==> config.mk <==
export PLATFORM = sky130hd
export DESIGN_NAME = ncl_adder_pipe_stage
export DESIGN_NICKNAME = d
export VERILOG_FILES = /design/src/rtl/ncl_adder_pipe_stage.sv
export SDC_FILE = /design/constraint.sdc
export NUM_CORES = 1
export LEC_CHECK = 0
export ABC_AREA = 1
export BUFFER_PORTS_ARGS = -buffer_cell sky130_fd_sc_hd__buf_2
export CAP_MARGIN = 25
export CORE_ASPECT_RATIO = 0.7
export CORE_MARGIN = 1
export CORE_UTILIZATION = 53
export CTS_CLUSTER_SIZE = 12
export DETAILED_ROUTE_END_ITERATION = 7
export PLACE_DENSITY = 0.82
export SKIP_LAST_GASP = 1
export SLEW_MARGIN = 20
export SYNTH_ARGS = -nofsm -noshare
export SYNTH_HDL_FRONTEND = slang
export SYNTH_SLANG_ARGS = --single-unit
==> constraint.sdc <==
create_clock -name clk -period 1.5 [get_ports clk]
set_input_delay 0.15 -clock clk [delete_from_list [all_inputs] [get_ports clk]]
set_output_delay 0.15 -clock clk [all_outputs]
set_load 0.01 [all_outputs]
==> src/rtl/ncl_adder_pipe_stage.sv <==
// Dual-rail (NCL-style) adder/subtractor stage with a registered four-phase DATA/NULL handshake,
// a sticky invalid-encoding flag and a counter of accepted DATA wavefronts.
module ncl_adder_pipe_stage #(
  parameter int unsigned WIDTH = 4,
  parameter int unsigned CNT_W = 8
) (
  input  logic               clk,
  input  logic               rst,
  input  logic [2*WIDTH-1:0] a,
  input  logic [2*WIDTH-1:0] b,
  input  logic [1:0]         cin,
  input  logic [1:0]         sub,
  input  logic               ki,
  output logic               ko,
  output logic [2*WIDTH-1:0] s,
  output logic [1:0]         cout,
  output logic [1:0]         overflow,
  output logic               err,
  output logic [CNT_W-1:0]   wave_cnt
);

  localparam int unsigned NDIG  = 2 * WIDTH + 2;
  localparam int unsigned NRAIL = 2 * NDIG;
  localparam int unsigned RW    = WIDTH + 1;

  typedef enum logic {WAIT_DATA, DATA_OUT} state_t;

  state_t             state, state_nxt;
  logic               ko_nxt, err_nxt;
  logic [2*WIDTH-1:0] s_nxt;
  logic [1:0]         cout_nxt, ovf_nxt;
  logic [CNT_W-1:0]   cnt_nxt;

  logic [NRAIL-1:0]   rails;
  logic [NDIG-1:0]    dig_valid, dig_inv;
  logic               complete, all_null, any_inv;

  logic [WIDTH-1:0]   a_val, b_val, b_eff;
  logic               c_eff;
  logic [RW-1:0]      sum;
  logic               ovf_bit;
  logic [2*WIDTH-1:0] s_enc;

  assign rails = {sub, cin, b, a};

  // Per-digit classification of the whole input set
  for (genvar g = 0; g < NDIG; g++) begin : g_dig
    assign dig_valid[g] = rails[2*g+1] ^ rails[2*g];
    assign dig_inv[g]   = rails[2*g+1] & rails[2*g];
  end

  assign complete = &dig_valid;
  assign all_null = ~|rails;
  assign any_inv  = |dig_inv;

  for (genvar g = 0; g < WIDTH; g++) begin : g_val
    assign a_val[g]     = a[2*g+1];
    assign b_val[g]     = b[2*g+1];
    assign s_enc[2*g+1] = sum[g];
    assign s_enc[2*g]   = ~sum[g];
  end

  // Subtract as A + ~B + (1 - c): cin becomes borrow-in
  assign b_eff   = sub[1] ? ~b_val : b_val;
  assign c_eff   = cin[1] ^ sub[1];
  assign sum     = {1'b0, a_val} + {1'b0, b_eff} + RW'(c_eff);
  assign ovf_bit = (a_val[WIDTH-1] == b_eff[WIDTH-1]) && (sum[WIDTH-1] != a_val[WIDTH-1]);

  // Next-state and next-output logic
  always_comb begin
    state_nxt = state;
    ko_nxt    = ko;
    s_nxt     = s;
    cout_nxt  = cout;
    ovf_nxt   = overflow;
    cnt_nxt   = wave_cnt;
    err_nxt   = err | any_inv;
    case (state)
      WAIT_DATA: begin
        if (complete && ki && !any_inv) begin
          state_nxt = DATA_OUT;
          ko_nxt    = 1'b0;
          s_nxt     = s_enc;
          cout_nxt  = {sum[WIDTH], ~sum[WIDTH]};
          ovf_nxt   = {ovf_bit, ~ovf_bit};
          cnt_nxt   = wave_cnt + CNT_W'(1);
        end
      end
      DATA_OUT: begin
        if (all_null && !ki) begin
          state_nxt = WAIT_DATA;
          ko_nxt    = 1'b1;
          s_nxt     = '0;
          cout_nxt  = 2'b00;
          ovf_nxt   = 2'b00;
        end
      end
      default: begin
        state_nxt = WAIT_DATA;
        ko_nxt    = 1'b1;
        s_nxt     = '0;
        cout_nxt  = 2'b00;
        ovf_nxt   = 2'b00;
      end
    endcase
  end

  always_ff @(posedge clk or posedge rst) begin
    if (rst) begin
      state    <= WAIT_DATA;
      ko       <= 1'b1;
      s        <= '0;
      cout     <= 2'b00;
      overflow <= 2'b00;
      err      <= 1'b0;
      wave_cnt <= '0;
    end else begin
      state    <= state_nxt;
      ko       <= ko_nxt;
      s        <= s_nxt;
      cout     <= cout_nxt;
      overflow <= ovf_nxt;
      err      <= err_nxt;
      wave_cnt <= cnt_nxt;
    end
  end

endmodule

# Word level (Yosys, flattened, before mapping)
# Index checks and enable logic that the tools add are counted.
# W data, S select, Z words.
# classes
shift	0
n_mux	15
add_sub_neg	3
n_mul	0
div_mod_pow	0
n_lt_le_gt_ge	0
n_eq_ne	4
reduce_logical	12
n_bitwise	30
# ops
op	count
$reduce_or A20 Y1	1
$mux W8	2
$pmux W8 S2	1
$xor A1 B1 Y1	11
$and A1 B1 Y1	10
$reduce_and A10 Y1	1
$reduce_or A10 Y1	1
$add A8 B1 Y8 const B	1
$pmux W2 S2	2
$not A1 Y1	7
$mux W2	3
$add A4 B4 Y5	1
$add A5 B1 Y5	1
$logic_and A1 B1 Y1	4
$mux W1	4
$mux W4	1
$not A4 Y4	1
$pmux W1 S2	2
$reduce_and A2 Y1	2
$logic_not A1 Y1	3
$ne A2 B1 Y1 const B	1
$ne A2 B2 Y1 const B	1
$eq A1 B1 Y1	1
$ne A1 B1 Y1	1
$or A1 B1 Y1	1
# word_totals
n_memories	0
latchBits	0
romBits	0
regBits	23
mem_bits_rw	0
wordCells	71
output_inout_bits	22
input_bits	23

# Logic depth before layout (Yosys ltp)
# Gate-level depths: netlist of run 1.
# depth
ltp_word	9
mapped_depth	11
ltp_nobuf	10

# Least setup slack after synthesis of run 1
# Ideal clock, no wire load.
# synth_timing
path_type	in2reg
start	input port sub[1]
end	register s[2]
n_path_buf	1
arrival_ns	1.616
stages	7
path_slack_ns	-0.235
setup_ns	0.120
path_cell_list	clkbuf_1 -> xor2_1 -> fa_1 -> inv_1 -> fa_1 -> nor2_1 -> a21oi_2
# synth_via
elab_chain_cells	6
word_cells_on_any_way	20
classes_between	2 x add/sub; 2 x eq/ne; 3 x mux; 4 x bitwise; 9 x reduce/logical
# synth_lines
element	line_no	source
from (decl)	12	input logic [1:0] sub,
$mux W4, or another cell as far along	64	assign b_eff = sub[1] ? ~b_val : b_val;
$add A4 B4 Y5, or another cell as far along	66	assign sum = {1'b0, a_val} + {1'b0, b_eff} + RW'(c_eff);
$add A5 B1 Y5, or another cell as far along	66	
$not A1 Y1 / $logic_and A1 B1 Y1 (equally long branches)	60, 80	
$mux W8 / $ne A2 B2 Y1 (equally long branches)	n/a	
$pmux W8 S2 / $reduce_and A2 Y1 (equally long branches)	n/a	
to (signal assigned)	120	s <= s_nxt;
to (decl)	15	output logic [2*WIDTH-1:0] s,
# Several ways; a longest one is shown, not always the timed one. The select of a mux whose other input is x is not followed.
# A chain may end at the register's enable or synchronous reset.

# Final worst setup path of run 1
# Ends and elaborated chain as after synthesis.

==> impl_metrics.prom, run 1 <==
# TYPE chip_impl_metric gauge
chip_impl_metric{name="total_number_of_placement_rows",unit=""} 17
chip_impl_metric{name="initial_utilization",unit="%"} 56.26
chip_impl_metric{name="ys_seq_area_share",unit="%"} 32.35
chip_impl_metric{name="number_of_global_route_vias_before_repair",unit=""} 1442
chip_impl_metric{name="timing.final.setup_violations",unit=""} 0
chip_impl_metric{name="grt_pass1_wl",unit="mm"} 6.265
chip_impl_metric{name="synth_enable_flop_cells",unit=""} 0
chip_impl_metric{name="critical_path_required",unit="ns"} 1.65
chip_impl_metric{name="worst_clock_skew",unit="ns"} 0.002825
chip_impl_metric{name="grt_start_max_net_pins",unit=""} 25
chip_impl_metric{name="fp.dieH",unit="microns"} 50.53
chip_impl_metric{name="drtIter0Drc",unit=""} 94
chip_impl_metric{name="tightestPinTransition",unit="ns"} 0.3134
chip_impl_metric{name="synth.lib_cells_used.distinct",unit=""} 28
chip_impl_metric{name="synth.avg_cell_area",unit="sq um"} 7.889
chip_impl_metric{name="fin_nets",unit=""} 338
chip_impl_metric{name="gr_util_all_layers",unit="%"} 22.68
chip_impl_metric{name="cts_made_buffers",unit=""} 3
chip_impl_metric{name="htree_levels",unit=""} 1
chip_impl_metric{name="final.setup.worst_slack",unit="ns"} 0.04830
chip_impl_metric{name="flip_flop_and_latch_count_after_synthesis",unit=""} 23
chip_impl_metric{name="postRouteWirelength",unit="mm"} 3.782
chip_impl_metric{name="first_pass_iters",unit=""} 6
chip_impl_metric{name="worstPathArrival",unit="ns"} 1.60
chip_impl_metric{name="finalWorstPathRequiredPeriod",unit="ns"} 1.452
chip_impl_metric{name="synth_area",unit="sq um"} 1783
chip_impl_metric{name="crit_path_max_fanout",unit=""} 6
chip_impl_metric{name="final_layout_size_suffix_gt1_share",unit="%"} 32.64
chip_impl_metric{name="pre_cts_slack",unit="ns"} -0.2190
chip_impl_info{name="critical_path.reg2reg.startpoint",value="state$_DFF_PP0_"} 1
chip_impl_info{name="hold_path.startpoint",value="ki"} 1
chip_impl_info{name="worst_setup_path_start_kind",value="primary input"} 1
chip_impl_metric{name="asr_flop_ratio_synth",unit="%"} 100.0
chip_impl_metric{name="skew_pair_late_insertion_delay",unit="ns"} 0.26
chip_impl_metric{name="core-area",unit="sq um"} 3169
chip_impl_metric{name="ir_drop",unit="V"} 0.0004672
chip_impl_metric{name="area_delta_synth_final",unit="%"} 26.67
chip_impl_metric{name="cts.path.max_buffers",unit=""} 2
chip_impl_metric{name="timing_hold_violations_final",unit=""} 0
chip_impl_metric{name="clk_pin_slew_worst_paths",unit="ns"} 0.08
chip_impl_metric{name="ios",unit=""} 45
chip_impl_info{name="timing.critical_path.to_type",value="register"} 1
chip_impl_metric{name="total_drc_errors_in_the_routed_layout",unit=""} 1
chip_impl_info{name="run_status",value="finished with violations"} 1
chip_impl_metric{name="floorplan.die_area",unit="sq um"} 3604
chip_impl_info{name="cts.root.buffer_cell",value="sky130_fd_sc_hd__clkbuf_8"} 1
chip_impl_metric{name="drtAntennaViolNets",unit=""} 0
chip_impl_metric{name="n_antenna_cell",unit=""} 0
chip_impl_metric{name="detailed_placement_wirelength_estimate",unit="mm"} 2.982
chip_impl_metric{name="dieWidth",unit="microns"} 71.33
chip_impl_info{name="worst_hold_path_type",value="in2reg"} 1
chip_impl_metric{name="final_core_util",unit="%"} 71.26
chip_impl_info{name="holdPathEnd",value="wave_cnt[5]$_DFFE_PP0P_"} 1
chip_impl_metric{name="holdPathStages",unit=""} 5
chip_impl_info{name="synth_flop_cell",value="sky130_fd_sc_hd__dfrtp_1"} 1
chip_impl_metric{name="final.period_utilization",unit="%"} 96.78
chip_impl_metric{name="overall_via_count_from_detail_route",unit=""} 1590
chip_impl_info{name="critical_path.reg2reg.endpoint",value="s[5]$_DFFE_PP0P_"} 1
chip_impl_metric{name="cellLeakagePower",unit="nW"} 1.356
chip_impl_metric{name="timing_max_transition_violations_final",unit=""} 0
chip_impl_metric{name="gp_congestion",unit=""} 0.8989
chip_impl_metric{name="powerDensity",unit="nW/um^2"} 596.2
chip_impl_metric{name="synth-warning-count",unit=""} 0
chip_impl_metric{name="maxClockFrequency",unit="MHz"} 688.8
chip_impl_metric{name="cts_setup_buffers",unit=""} 0
chip_impl_metric{name="viasPerCell",unit=""} 4.877
chip_impl_metric{name="setup_tns_after_final_layout",unit="ns"} 0
chip_impl_metric{name="portBuffers",unit=""} 44
chip_impl_info{name="clock_tree_from_tritoncts",value="yes"} 1
chip_impl_metric{name="drv.max_cap_violation_count",unit=""} 0
chip_impl_info{name="worstSetupPathType",value="in2reg"} 1
chip_impl_metric{name="max_slew_margin",unit="%"} 79.09
chip_impl_metric{name="r2r_setup_slack",unit="ns"} 0.15
chip_impl_metric{name="synthCells",unit=""} 226
chip_impl_metric{name="globalRoute.totalOverflow",unit=""} 0
chip_impl_metric{name="syn_nets",unit=""} 275
chip_impl_metric{name="cts.sinks",unit=""} 23
chip_impl_metric{name="grt_antenna_before_repair",unit=""} 0
chip_impl_info{name="violations",value="DRC"} 1
chip_impl_metric{name="wl_per_cell",unit="microns"} 11.60
chip_impl_metric{name="worst-r2r-cell-count",unit=""} 8
[cell families (layout without fill, tap and decap cells)]
| logic type | Yosys count | count (layout) | synth area share (%) |
|---|---|---|---|
| xor+xnor | 10 | 10 | 5.334 |
| compound gates | 10 | 10 | 4.070 |
| fa+ha+maj | 26 | 26 | 19.09 |
| simple gates | 115 | 115 | 29.40 |
| flops | 23 | 23 | 32.35 |
| buf+inv | 42 | 104 | 9.754 |
[critical path, cell delays in order]
cell and delay, ns:
sky130_fd_sc_hd__clkbuf_4 0.17, sky130_fd_sc_hd__xor2_4 0.20, sky130_fd_sc_hd__fa_2 0.40, sky130_fd_sc_hd__inv_2 0.07, sky130_fd_sc_hd__fa_2 0.43, sky130_fd_sc_hd__nor2_1 0.13
sky130_fd_sc_hd__a21oi_2 0.04
[layer usage]
metal  part of all wire, %  global-route usage (%)  vias up
li1                      -                       -      825
met5                     0                       0        -
met3                   4.2                   3.815        4
met2                    45                   37.14       45
met1                    51                   32.65      716
met4                  0.26                   2.333        0
[repair_timing]
item                                   CTS  global route
setup endpoints to repair                0             7
resized for setup                        0             7
hold buffers                             1             0
endpoints found under the hold margin   22             0
[report_power, final]
group          internal (mW)  total (mW)  switching, mW  leakage [nW]
registers              0.621       0.621       0.000861         0.313
clock network          0.185       0.379          0.194        0.0255
logic                  0.156       0.346          0.190          1.02
[how the worst max path moves through the flow]
stage / start / endpoint / slack (ns) / cells past startpoint
6_report: sub[1] / s[2]$_DFFE_PP0P_ / 0.05 / 7
5_1_grt: sub[1] / s[5]$_DFFE_PP0P_ / -0.01 / 10
4_1_cts: sub[1] / s[5]$_DFFE_PP0P_ / 0.06 / 8
3_5_place_dp: sub[1] / s[5]$_DFFE_PP0P_ / -0.22 / 8
3_3_place_gp: sub[1] / s[5]$_DFFE_PP0P_ / -0.17 / 8
2_1_floorplan: sub[1] / s[2]$_DFFE_PP0P_ / -0.07 / 7
[cell type report]
cell class,instances,area (sq um)
fillers,263,910.9
clock inverters,1,5.005
flip-flops and latches,23,576.8
multi-input cells,161,1085
repair buffers,62,360.3
clock buffers,3,41.29
inverters,38,142.6
well taps,38,47.55
[synthesized netlist by cell type, types with 2 or more instances]
cell type	instances	area [sq um]
sky130_fd_sc_hd__buf_6	2	22.52
sky130_fd_sc_hd__nand3_1	23	115.1
sky130_fd_sc_hd__o21ai_1	2	10.01
sky130_fd_sc_hd__a21oi_2	2	17.52
sky130_fd_sc_hd__nand4_1	3	18.77
sky130_fd_sc_hd__inv_1	36	135.1
sky130_fd_sc_hd__xnor2_1	2	17.52
sky130_fd_sc_hd__o21ai_2	4	35.03
sky130_fd_sc_hd__nor2_1	20	75.07
sky130_fd_sc_hd__nor2_2	3	18.77
sky130_fd_sc_hd__fa_1	2	40.04
sky130_fd_sc_hd__ha_1	24	300.3
sky130_fd_sc_hd__a21oi_1	2	10.01
sky130_fd_sc_hd__xor2_1	7	61.31
sky130_fd_sc_hd__nand3_2	3	30.03
sky130_fd_sc_hd__nand2_1	56	210.2
sky130_fd_sc_hd__nand3b_1	2	15.01
sky130_fd_sc_hd__dfrtp_1	22	550.5
sky130_fd_sc_hd__inv_2	2	7.510
[stage by stage]
stage               area, sq um  power [mW]  hold WS (ns)  cells
global placement           2165      0.9422        0.1995    321
detailed placement         2165      0.9511        0.2172    321
global route               2258       1.427        0.3445    326
finish                     2258       1.346        0.3296    326
CTS                        2221       1.331        0.3204    326
floorplan                  1822      0.8274        0.1512    226
[state kept, by name (all words and copies together) (netlist names)]
register  flops
cout          2
err           1
ko            1
overflow      2
s             8
state         1
wave_cnt      8
[placed cells by master, fill, tap and decap left out, drive strengths merged, types with 2 or more instances in the layout]
cell type	instances
nand4	3
inv	38
nand3	26
nand2	58
clkbuf	4
fa	2
buf	60
nand3b	2
dfrtp	22
xor2	7
xnor2	3
nor2	24
ha	24
o21ai	6
a21oi	4
Power figures use the tool's default switching activity.
==> run 2, diff against run 1 <==
- CELL_PAD_IN_SITES_DETAIL_PLACEMENT: default -> 0
- CELL_PAD_IN_SITES_GLOBAL_PLACEMENT: default -> 1
- CORE_UTILIZATION: 53 -> 38
- PLACE_DENSITY: 0.82 -> default
- PLACE_DENSITY_LB_ADDON: default -> 0.1
- clock period: 1.5 -> 1.55 ns (I/O delays scaled with it)
==> run 2 against run 1 <==
The flow still finishes with violations (DRC). Clock skew hardly changed. Clock power is 5.3% lower. Design area is 2.3% lower. Sequential power is 3.2% lower. Non-clock buffer count is 5 lower. Flip-flop and latch count stayed put. Count of clock-buffer cells in the layout stayed put. Critical path depth is 1 higher. Cell count is 3.7% higher. Routed wire length is 3.1% higher. Via count is 4.3% lower. First-iteration DRC count is 48% lower. Critical path type unchanged. Largest cell class unchanged.
==> impl_metrics.prom, run 2 (synthesis results as in run 1) <==
# TYPE chip_impl_metric gauge
chip_impl_metric{name="drtIter0Drc",unit=""} 49
chip_impl_metric{name="initial_utilization",unit="%"} 40.25
chip_impl_metric{name="core-area",unit="sq um"} 4429
chip_impl_metric{name="placedCellCount",unit=""} 333
chip_impl_metric{name="globalRoute.totalOverflow",unit=""} 0
chip_impl_metric{name="timing_hold_violations_final",unit=""} 0
chip_impl_metric{name="cts.sinks",unit=""} 23
chip_impl_metric{name="cts.path.max_buffers",unit=""} 2
chip_impl_metric{name="gp_congestion",unit=""} 0.8256
chip_impl_metric{name="critical_path_required",unit="ns"} 1.74
chip_impl_metric{name="viasPerCell",unit=""} 4.503
chip_impl_metric{name="finalWorstPathRequiredPeriod",unit="ns"} 1.448
chip_impl_metric{name="post-layout-total-power",unit="mW"} 1.266
chip_impl_info{name="timing.critical_path.to_type",value="register"} 1
chip_impl_metric{name="drtAntennaViolNets",unit=""} 0
chip_impl_metric{name="n_antenna_cell",unit=""} 0
chip_impl_metric{name="grt_antenna_before_repair",unit=""} 0
chip_impl_metric{name="final_layout_size_suffix_gt1_share",unit="%"} 30.04
chip_impl_metric{name="timing.final.setup_violations",unit=""} 0
chip_impl_info{name="critPathCapture",value="s[5]$_DFFE_PP0P_"} 1
chip_impl_metric{name="floorplan.die_area",unit="sq um"} 4974
chip_impl_metric{name="worstPathArrival",unit="ns"} 1.64
chip_impl_info{name="mostFrequentLayoutCell",value="sky130_fd_sc_hd__nand2_1"} 1
chip_impl_metric{name="crit_path_max_fanout",unit=""} 5
chip_impl_info{name="cts.root.buffer_cell",value="sky130_fd_sc_hd__clkbuf_8"} 1
chip_impl_info{name="run_status",value="finished with violations"} 1
chip_impl_info{name="clock_tree_from_tritoncts",value="yes"} 1
chip_impl_metric{name="cts_setup_buffers",unit=""} 0
chip_impl_metric{name="fp.dieH",unit="microns"} 59.31
chip_impl_metric{name="tightestPinTransition",unit="ns"} 0.3241
chip_impl_info{name="worst_hold_path_type",value="in2reg"} 1
chip_impl_metric{name="area_delta_synth_final",unit="%"} 23.79
chip_impl_metric{name="postRouteWirelength",unit="mm"} 3.901
chip_impl_metric{name="final_cell_count_no_fill",unit=""} 338
chip_impl_info{name="hold_path.startpoint",value="ki"} 1
chip_impl_metric{name="drv.max_cap_violation_count",unit=""} 0
chip_impl_metric{name="final.period_utilization",unit="%"} 93.39
chip_impl_info{name="largest_registers",value="s (8), wave_cnt (8)"} 1
chip_impl_info{name="rsz0062_at_grt",value="false"} 1
chip_impl_metric{name="ios",unit=""} 45
chip_impl_info{name="cp-startpoint",value="sub[1]"} 1
chip_impl_metric{name="total_number_of_placement_rows",unit=""} 20
chip_impl_metric{name="cellLeakagePower",unit="nW"} 1.318
chip_impl_info{name="critical_path.reg2reg.endpoint",value="s[2]$_DFFE_PP0P_"} 1
chip_impl_metric{name="grt_start_max_net_pins",unit=""} 25
chip_impl_info{name="violations",value="DRC"} 1
chip_impl_info{name="critical_path.reg2reg.startpoint",value="state$_DFF_PP0_"} 1
chip_impl_info{name="worstSetupPathType",value="in2reg"} 1
chip_impl_metric{name="max_slew_margin",unit="%"} 78.37
chip_impl_metric{name="r2r_setup_slack",unit="ns"} 0.19
chip_impl_metric{name="dieWidth",unit="microns"} 83.87
chip_impl_info{name="layout.cells.most_common_list",value="56 x sky130_fd_sc_hd__nand2_1, 44 x sky130_fd_sc_hd__buf_2, 35 x sky130_fd_sc_hd__inv_1"} 1
chip_impl_metric{name="detailed_placement_wirelength_estimate",unit="mm"} 3.207
chip_impl_metric{name="portBuffers",unit=""} 44
chip_impl_metric{name="fin_nets",unit=""} 333
chip_impl_metric{name="overall_via_count_from_detail_route",unit=""} 1522
chip_impl_metric{name="worst_clock_skew",unit="ns"} 0.002792
chip_impl_metric{name="timing_max_transition_violations_final",unit=""} 0
chip_impl_metric{name="fillerInstances",unit=""} 464
chip_impl_metric{name="total_drc_errors_in_the_routed_layout",unit=""} 6
chip_impl_metric{name="first_pass_iters",unit=""} 7
chip_impl_metric{name="number_of_global_route_vias_before_repair",unit=""} 1363
chip_impl_metric{name="wl_per_cell",unit="microns"} 11.54
chip_impl_metric{name="grt_pass1_wl",unit="mm"} 6.506
chip_impl_metric{name="ir_drop",unit="V"} 0.0003889
chip_impl_metric{name="worst-r2r-cell-count",unit=""} 8
chip_impl_info{name="worst_setup_path_start_kind",value="primary input"} 1
chip_impl_metric{name="cts_made_buffers",unit=""} 3
chip_impl_metric{name="powerDensity",unit="nW/um^2"} 573.5
chip_impl_metric{name="skew_pair_late_insertion_delay",unit="ns"} 0.26
chip_impl_metric{name="maxClockFrequency",unit="MHz"} 690.8
chip_impl_metric{name="gr_util_all_layers",unit="%"} 16.87
chip_impl_metric{name="clk_pin_slew_worst_paths",unit="ns"} 0.08
chip_impl_metric{name="htree_levels",unit=""} 1
-- run 2: final cells by class --
class / instances / area [sq um] / share of cell area, %
clock buffers: 3 / 41.29 / 1.871
inverters: 38 / 142.6 / 6.463
flip-flops and latches: 23 / 576.8 / 26.13
well taps: 55 / 68.82 / 3.118
repair buffers: 57 / 320.3 / 14.51
clock inverters: 1 / 5.005 / 0.2268
multi-input cells: 161 / 1052 / 47.68
-- run 2: metal layers --
metal,track usage (%),share of wire [%],vias to the layer above
met5,0,0,-
met4,0.7389,0.21,0
met2,25.53,41,27
met3,4.039,3.5,2
met1,25.59,56,679
li1,-,-,814
-- run 2: worst max-delay path: stages --
cell and delay (ns):
sky130_fd_sc_hd__buf_2 0.18, sky130_fd_sc_hd__xor2_2 0.18, sky130_fd_sc_hd__fa_2 0.25, sky130_fd_sc_hd__inv_2 0.04, sky130_fd_sc_hd__fa_1 0.45, sky130_fd_sc_hd__xnor2_1 0.20, sky130_fd_sc_hd__nor2_1 0.07, sky130_fd_sc_hd__a21oi_2 0.10
-- run 2: stage by stage --
step | TNS [ns] | instance area (sq um) | hold slack, ns | utilization [%] | setup slack, ns
after floorplan | -0.05191 | 1822 | 0.1562 | - | -0.02839
after global placement | -1.330 | 2148 | 0.2143 | 48.50 | -0.1591
after detailed placement | -1.578 | 2148 | 0.2154 | 48.50 | -0.1734
after CTS | 0 | 2205 | 0.3290 | 49.77 | 0.09588
after global routing | 0 | 2207 | 0.3565 | 49.83 | 0.005492
final | 0 | 2207 | 0.3377 | 49.83 | 0.1025
-- run 2: worst min path at each step --
stage,to,depth (start not counted)
after floorplan,cout[0]$_DFFE_PP0P_,1
after global placement,cout[1]$_DFFE_PP0P_,3
after detailed placement,cout[1]$_DFFE_PP0P_,3
after CTS,wave_cnt[4]$_DFFE_PP0P_,5
after global routing,s[0]$_DFFE_PP0P_,3
final,wave_cnt[4]$_DFFE_PP0P_,5
-- run 2: where the power goes --
part	total [mW]	internal [mW]	switching (mW)
logic	0.305	0.131	0.174
registers	0.601	0.601	0.000845
clock network	0.359	0.179	0.180
total	1.27	0.910	0.355
-- run 2: what timing repair did --
action | in CTS | in global routing
hold buffers | 1 | 0
gates resized for setup | 0 | 1
endpoints found under the setup margin | 0 | 2
hold endpoints to repair | 22 | 0
